[src/rtl/fifo8x9_ctrl.sv]
// -----------------------------------------------------------------------------
// fifo8x9_ctrl
//
// Sequencing controller for an 8-entry, 9-bit FIFO datapath. It arbitrates two
// write requesters round-robin, serves one read consumer and owns all pointer
// management. It keeps shadow copies of the datapath pointers, because the
// datapath pointers have no reset of their own. It also tracks occupancy.
//
// Optional feature: define FIFO8X9_CTRL_ERR_EN to add the sticky error outputs
// ovf_err and udf_err. With the macro undefined, those ports and their logic
// are absent.
//
// Ports:
//   clk          in   rising-edge clock
//   rst          in   asynchronous reset, active low
//   flush        in   synchronous request to empty the FIFO
//   wr_req[1:0]  in   write requests, requester 0 / 1
//   wr_data0/1   in   9-bit write data per requester
//   wr_gnt[1:0]  out  one-hot write grant (write accepted when req & gnt)
//   rd_req       in   consumer pop request
//   rd_ack       out  pop accepted this cycle
//   dout_valid   out  datapath DataOut valid (one cycle after rd_ack)
//   DataIn       out  write data of the granted requester
//   wren, WrInc, WrPtrClr, rden, RdInc, RdPtrClr  out  datapath strobes
//   count        out  occupancy 0..8
//   full, empty  out  occupancy flags
//   ovf_err      out  (FIFO8X9_CTRL_ERR_EN) sticky: write requested while full
//   udf_err      out  (FIFO8X9_CTRL_ERR_EN) sticky: read requested while empty
// -----------------------------------------------------------------------------
module fifo8x9_ctrl #(
  parameter int DEPTH = 8,
  parameter int CNT_W = 4
) (
  input  logic             clk,
  input  logic             rst,
  input  logic             flush,
  input  logic [1:0]       wr_req,
  input  logic [8:0]       wr_data0,
  input  logic [8:0]       wr_data1,
  output logic [1:0]       wr_gnt,
  input  logic             rd_req,
  output logic             rd_ack,
  output logic             dout_valid,
  output logic [8:0]       DataIn,
  output logic             wren,
  output logic             WrInc,
  output logic             WrPtrClr,
  output logic             rden,
  output logic             RdInc,
  output logic             RdPtrClr,
  output logic [CNT_W-1:0] count,
  output logic             full,
  output logic             empty
`ifdef FIFO8X9_CTRL_ERR_EN
  ,
  output logic             ovf_err,
  output logic             udf_err
`endif
);

  localparam int PTR_W = $clog2(DEPTH);
  localparam logic [PTR_W-1:0] PTR_LAST = PTR_W'(DEPTH - 1);
  localparam logic [PTR_W-1:0] PTR_ONE  = PTR_W'(1);
  localparam logic [CNT_W-1:0] CNT_MAX  = CNT_W'(DEPTH);
  localparam logic [CNT_W-1:0] CNT_ONE  = CNT_W'(1);

  typedef enum logic [1:0] {
    ST_INIT  = 2'd0,
    ST_RUN   = 2'd1,
    ST_FLUSH = 2'd2
  } state_t;

  state_t           state_q, state_d;
  logic [PTR_W-1:0] wr_ptr_q, wr_ptr_d;
  logic [PTR_W-1:0] rd_ptr_q, rd_ptr_d;
  logic [CNT_W-1:0] count_q, count_d;
  logic             last_q, last_d;      // index of the most recently granted requester
  logic             dout_valid_q;

  logic [1:0]       wr_sel;
  logic             wr_acc;
  logic             rd_acc;

  assign full       = (count_q == CNT_MAX);
  assign empty      = (count_q == '0);
  assign count      = count_q;
  assign dout_valid = dout_valid_q;

  // Next-state and output logic
  always_comb begin
    state_d  = state_q;
    wr_ptr_d = wr_ptr_q;
    rd_ptr_d = rd_ptr_q;
    count_d  = count_q;
    last_d   = last_q;
    wr_sel   = 2'b00;
    wr_acc   = 1'b0;
    rd_acc   = 1'b0;
    wr_gnt   = 2'b00;
    rd_ack   = 1'b0;
    DataIn   = '0;
    wren     = 1'b0;
    WrInc    = 1'b0;
    WrPtrClr = 1'b0;
    rden     = 1'b0;
    RdInc    = 1'b0;
    RdPtrClr = 1'b0;

    case (state_q)
      ST_RUN: begin
        if (flush) begin
          // Flush wins over every request. Nothing is accepted this cycle.
          // Occupancy is zeroed now, so empty is already high during FLUSH.
          state_d  = ST_FLUSH;
          wr_ptr_d = '0;
          rd_ptr_d = '0;
          count_d  = '0;
        end else begin
          if (!full) begin
            case (wr_req)
              2'b01:   wr_sel = 2'b01;
              2'b10:   wr_sel = 2'b10;
              // Both requesters pending: the requester not granted last wins.
              2'b11:   wr_sel = last_q ? 2'b01 : 2'b10;
              default: wr_sel = 2'b00;
            endcase
          end
          wr_acc = |wr_sel;
          rd_acc = rd_req & ~empty;
          wr_gnt = wr_sel;
          rd_ack = rd_acc;

          if (wr_acc) begin
            wren   = 1'b1;
            last_d = wr_sel[1];
            DataIn = wr_sel[1] ? wr_data1 : wr_data0;
            // At the last index, clear the datapath pointer instead of incrementing it.
            if (wr_ptr_q == PTR_LAST) begin
              WrPtrClr = 1'b1;
              wr_ptr_d = '0;
            end else begin
              WrInc    = 1'b1;
              wr_ptr_d = wr_ptr_q + PTR_ONE;
            end
          end

          if (rd_acc) begin
            rden = 1'b1;
            if (rd_ptr_q == PTR_LAST) begin
              RdPtrClr = 1'b1;
              rd_ptr_d = '0;
            end else begin
              RdInc    = 1'b1;
              rd_ptr_d = rd_ptr_q + PTR_ONE;
            end
          end

          case ({wr_acc, rd_acc})
            2'b10:   count_d = count_q + CNT_ONE;
            2'b01:   count_d = count_q - CNT_ONE;
            default: count_d = count_q;
          endcase
        end
      end

      // INIT, FLUSH and any illegal encoding: clear the datapath pointers for
      // one cycle, then resume normal operation.
      default: begin
        WrPtrClr = 1'b1;
        RdPtrClr = 1'b1;
        wr_ptr_d = '0;
        rd_ptr_d = '0;
        count_d  = '0;
        state_d  = ST_RUN;
      end
    endcase
  end

  always_ff @(posedge clk or negedge rst) begin
    if (!rst) begin
      state_q      <= ST_INIT;
      wr_ptr_q     <= '0;
      rd_ptr_q     <= '0;
      count_q      <= '0;
      last_q       <= 1'b1;
      dout_valid_q <= 1'b0;
    end else begin
      state_q      <= state_d;
      wr_ptr_q     <= wr_ptr_d;
      rd_ptr_q     <= rd_ptr_d;
      count_q      <= count_d;
      last_q       <= last_d;
      dout_valid_q <= rd_acc;
    end
  end

`ifdef FIFO8X9_CTRL_ERR_EN
  logic ovf_err_q, ovf_err_d;
  logic udf_err_q, udf_err_d;

  always_comb begin
    ovf_err_d = ovf_err_q;
    udf_err_d = udf_err_q;
    if (state_q == ST_RUN) begin
      if (flush) begin
        ovf_err_d = 1'b0;
        udf_err_d = 1'b0;
      end else begin
        if (full && (|wr_req)) ovf_err_d = 1'b1;
        if (empty && rd_req)   udf_err_d = 1'b1;
      end
    end
  end

  always_ff @(posedge clk or negedge rst) begin
    if (!rst) begin
      ovf_err_q <= 1'b0;
      udf_err_q <= 1'b0;
    end else begin
      ovf_err_q <= ovf_err_d;
      udf_err_q <= udf_err_d;
    end
  end

  assign ovf_err = ovf_err_q;
  assign udf_err = udf_err_q;
`endif

endmodule

[config.mk]
export PLATFORM = sky130hd
export DESIGN_NAME = fifo8x9_ctrl
export DESIGN_NICKNAME = d
export VERILOG_FILES = /design/src/rtl/fifo8x9_ctrl.sv
export SDC_FILE = /design/constraint.sdc
export NUM_CORES = 1
export LEC_CHECK = 0
export ABC_AREA = 1
export CORE_MARGIN = 5
export CORE_UTILIZATION = 42
export DETAILED_ROUTE_END_ITERATION = 6
export PLACE_DENSITY = 0.85
export SLEW_MARGIN = 20
export SYNTH_ARGS = -nofsm -noshare
export SYNTH_HDL_FRONTEND = slang
export SYNTH_SLANG_ARGS = --single-unit
[constraint.sdc]
create_clock -name clk -period 2.6 [get_ports clk]
set_input_delay 0.26 -clock clk [delete_from_list [all_inputs] [get_ports clk]]
set_output_delay 0.26 -clock clk [all_outputs]
set_load 0.05 [all_outputs]
==> results.json <==
{
  "finClkSkew_ps": 1.04,
  "drt_iter0_markers": 22,
  "worst_slew_pin_slew_ps": 614,
  "cp.required_ps": 2340,
  "synthCells": 161,
  "syn_to_final_growth_pct": 55.6,
  "drv_slew": 0,
  "post_cts_buffers": 0,
  "ys_warn_count": 0,
  "seq_power_share_pct": 29.3,
  "syn_area_per_cell_um2": 6.99,
  "synth_compound_area_share_pct": 5.67,
  "dr_total_vias": 1164,
  "ys_types": 26,
  "yosys.area_share.adder_pct": 8.90,
  "postCtsHoldBufs": 0,
  "placed_cell_area_um2": 1710,
  "switching_share_pct": 42.5,
  "synthTopCellsByArea": "dfrtp_1 29%, nand2_1 17%, inv_1 10%",
  "cts_tree": "yes",
  "initial_core_util_pct": 44.6,
  "ant_nets": 0,
  "row_count": 18,
  "die_y_um": 61.8,
  "ys_seq_area_share_pct": 31.3,
  "grtUsageTotal_pct": 17.1,
  "route.detailed.drc": 0,
  "core-area_um2": 2520,
  "drive_gt1_share_pct": 19.5,
  "fin_util_pct": 69.4,
  "hpwl_mm": 2.60,
  "arrival_ps": 2130,
  "antenna_found_initial": 0,
  "relSlewSlack_pct": 59.0,
  "vdd_drop_max_uv": 428,
  "maxCapViolations": 0,
  "min_period_ps": 2390,
  "setup_tns_ps": 0,
  "muxShareOfSynthArea_pct": 0,
  "yosys.area_share.simple_pct": 37.0,
  "routed_wl_mm": 3.10,
  "status": "finished, final reports clean",
  "vias_per_cell": 4.85,
  "syn_area_um2": 1120,
  "holdWs_ps": 356,
  "antenna_cells": 0,
  "firstDrtPassIters": 4,
  "dieWidth_um": 61.8,
  "grt.overflow.total": 0,
  "io_buffers": 48,
  "fillers": 209,
  "rsz0062_at_grt": "no",
  "final_area_um2": 1750,
  "worstHoldPathType": "in2async",
  "ctsRootBufferMaster": "clkbuf_4",
  "post_cts_resized": 0,
  "io_pins": 49,
  "final_cells": 240,
  "worstSkewPairLatency_ps": 280,
  "crit_path_start_kind": "flop",
  "synth_xor_xnor_area_share_pct": 1.56,
  "nNetsFinal": 243,
  "grt_max_degree": 15,
  "pwr-share-comb_pct": 53.1,
  "synth_top_area_share_pct": 28.9,
  "clockBufferDepth": 2,
  "synth_nets": 193,
  "r2r_cells": 13,
  "fmax_mhz": 419,
  "finalHoldViolCount": 0,
  "synth_top_family_by_area": "simple AND/OR/NAND/NOR gates",
  "htree_levels": 1,
  "route.detailed.wl_per_inst_um": 12.9,
  "powerDensity_nw_per_um2": 509,
  "die-area_um2": 3810,
  "cts_made_buffers": 3,
  "grt_pass1_wl_mm": 4.84,
  "p_leak_uw": 0.000983,
  "yosys.area.top_type": "dfrtp_1",
  "pwr-share-clk_pct": 17.6,
  "criticalPathCategory": "reg2out",
  "power_switching_uw": 379,
  "clock_sinks": 14,
  "dpl.cell_count": 236,
  "end_kind": "output pin",
  "ys_ff_latch": 14,
  "place_congestion": 0.858,
  "clkSlewWorstSetupHoldPaths_ps": 80,
  "critical_path_peak_fanout": 7,
  "power.internal_uw": 512,
  "first_global_vias": 1130,
  "setup_viol": 0,
  "fin_crit_sh_pct": 91.9
}
[flip-flops by register name, summed over array words and instances, names as in the netlist]
| signal | flops |
|---|---|
| count | 4 |
| rd_ptr_q | 3 |
| wr_ptr_q | 3 |
| state_q | 2 |
| dout_valid | 1 |
| last_q | 1 |
[logic make-up after synthesis]
group / Yosys count
simple gates: 89
buf+inv: 38
flops: 14
compound gates: 10
fa+ha+maj: 8
xor+xnor: 2
[cells in the mapped netlist (all sizes together)]
library cell and number:
buf 5, nor3 1, nand2 58, xnor2 2
o21ai 6, inv 33, o22ai 1, dfstp 1
dfrtp 13, a21oi 1, and2 1, ha 8
nand3 23, a21boi 2, nor2 5, nand4 1
[power by group through the flow]
stage / registers, uW / clock network [uW] / logic (uW)
after floorplan: 281 / 0 / 272
after global placement: 264 / 0 / 464
after detailed placement: 264 / 0 / 474
after CTS: 260 / 160 / 477
after global routing: 263 / 170 / 504
final: 261 / 157 / 473
[area by class of cell]
cell class | instances | area, um2 | area share [%]
clock buffer | 4 | 36.3 | 2.07
inverter | 33 | 124 | 7.08
multi-input combinational | 109 | 598 | 34.2
tap | 30 | 37.5 | 2.14
sequential | 14 | 352 | 20.1
timing repair buffer | 50 | 603 | 34.5
[routing by layer]
| metal | global-route usage, % | wire length (um) | vias to the layer above |
|---|---|---|---|
| met3 | 3.10 | 108 | 8 |
| met1 | 19.6 | 1170 | 540 |
| li1 | - | - | 591 |
| met2 | 31.1 | 1760 | 25 |
| met5 | 0 | 0 | - |
| met4 | 6.97 | 63 | 0 |
[critical path, stage by stage (launching register included)]
cell and delay [ps]:
dfrtp_1 470, nor2_2 90, nand3_1 100, nand2_1 170, o21ai_0 200, clkdlybuf4s50_1 830
[final timing paths]
path / start / endpoint / slack (ps)
min in group clk: rd_ptr_q[2] / rd_ptr_q[2] / 530
worst min register to register: rd_ptr_q[2] / rd_ptr_q[2] / 530
worst max register to register: count[0] / count[2] / 340
worst max-delay path: count[0] / RdPtrClr / 210
worst min-delay path: rst / dout_valid / 360
max in group asynchronous: rst / state_q[1] / 1850
[cells in the final DEF (no fill, tap or decap)]
cell type        instances
nand4_1                  1
o21ai_0                  5
nor2_1                   2
dfrtp_1                 13
nand3_2                  3
nand2_1                 52
ha_1                     8
a21oi_1                  1
nor2_4                   1
clkdlybuf4s50_1         31
inv_2                    3
xnor2_1                  2
clkbuf_4                 3
inv_1                   30
and2_1                   1
o22ai_1                  1
buf_12                  12
nor3_1                   1
buf_4                    7
nand3_1                 20
o21ai_1                  1
dfstp_2                  1
a21boi_2                 2
nand2_2                  5
nor2_2                   2
nand2_4                  1
clkbuf_8                 1
[metrics by stage]
| step | setup slack [ps] | power [uW] |
|---|---|---|
| floorplan | 138 | 553 |
| global placement | 301 | 728 |
| detailed placement | 156 | 738 |
| CTS | 221 | 897 |
| global route | 65.7 | 936 |
| finish | 211 | 891 |
Power figures use the tool's default switching activity.
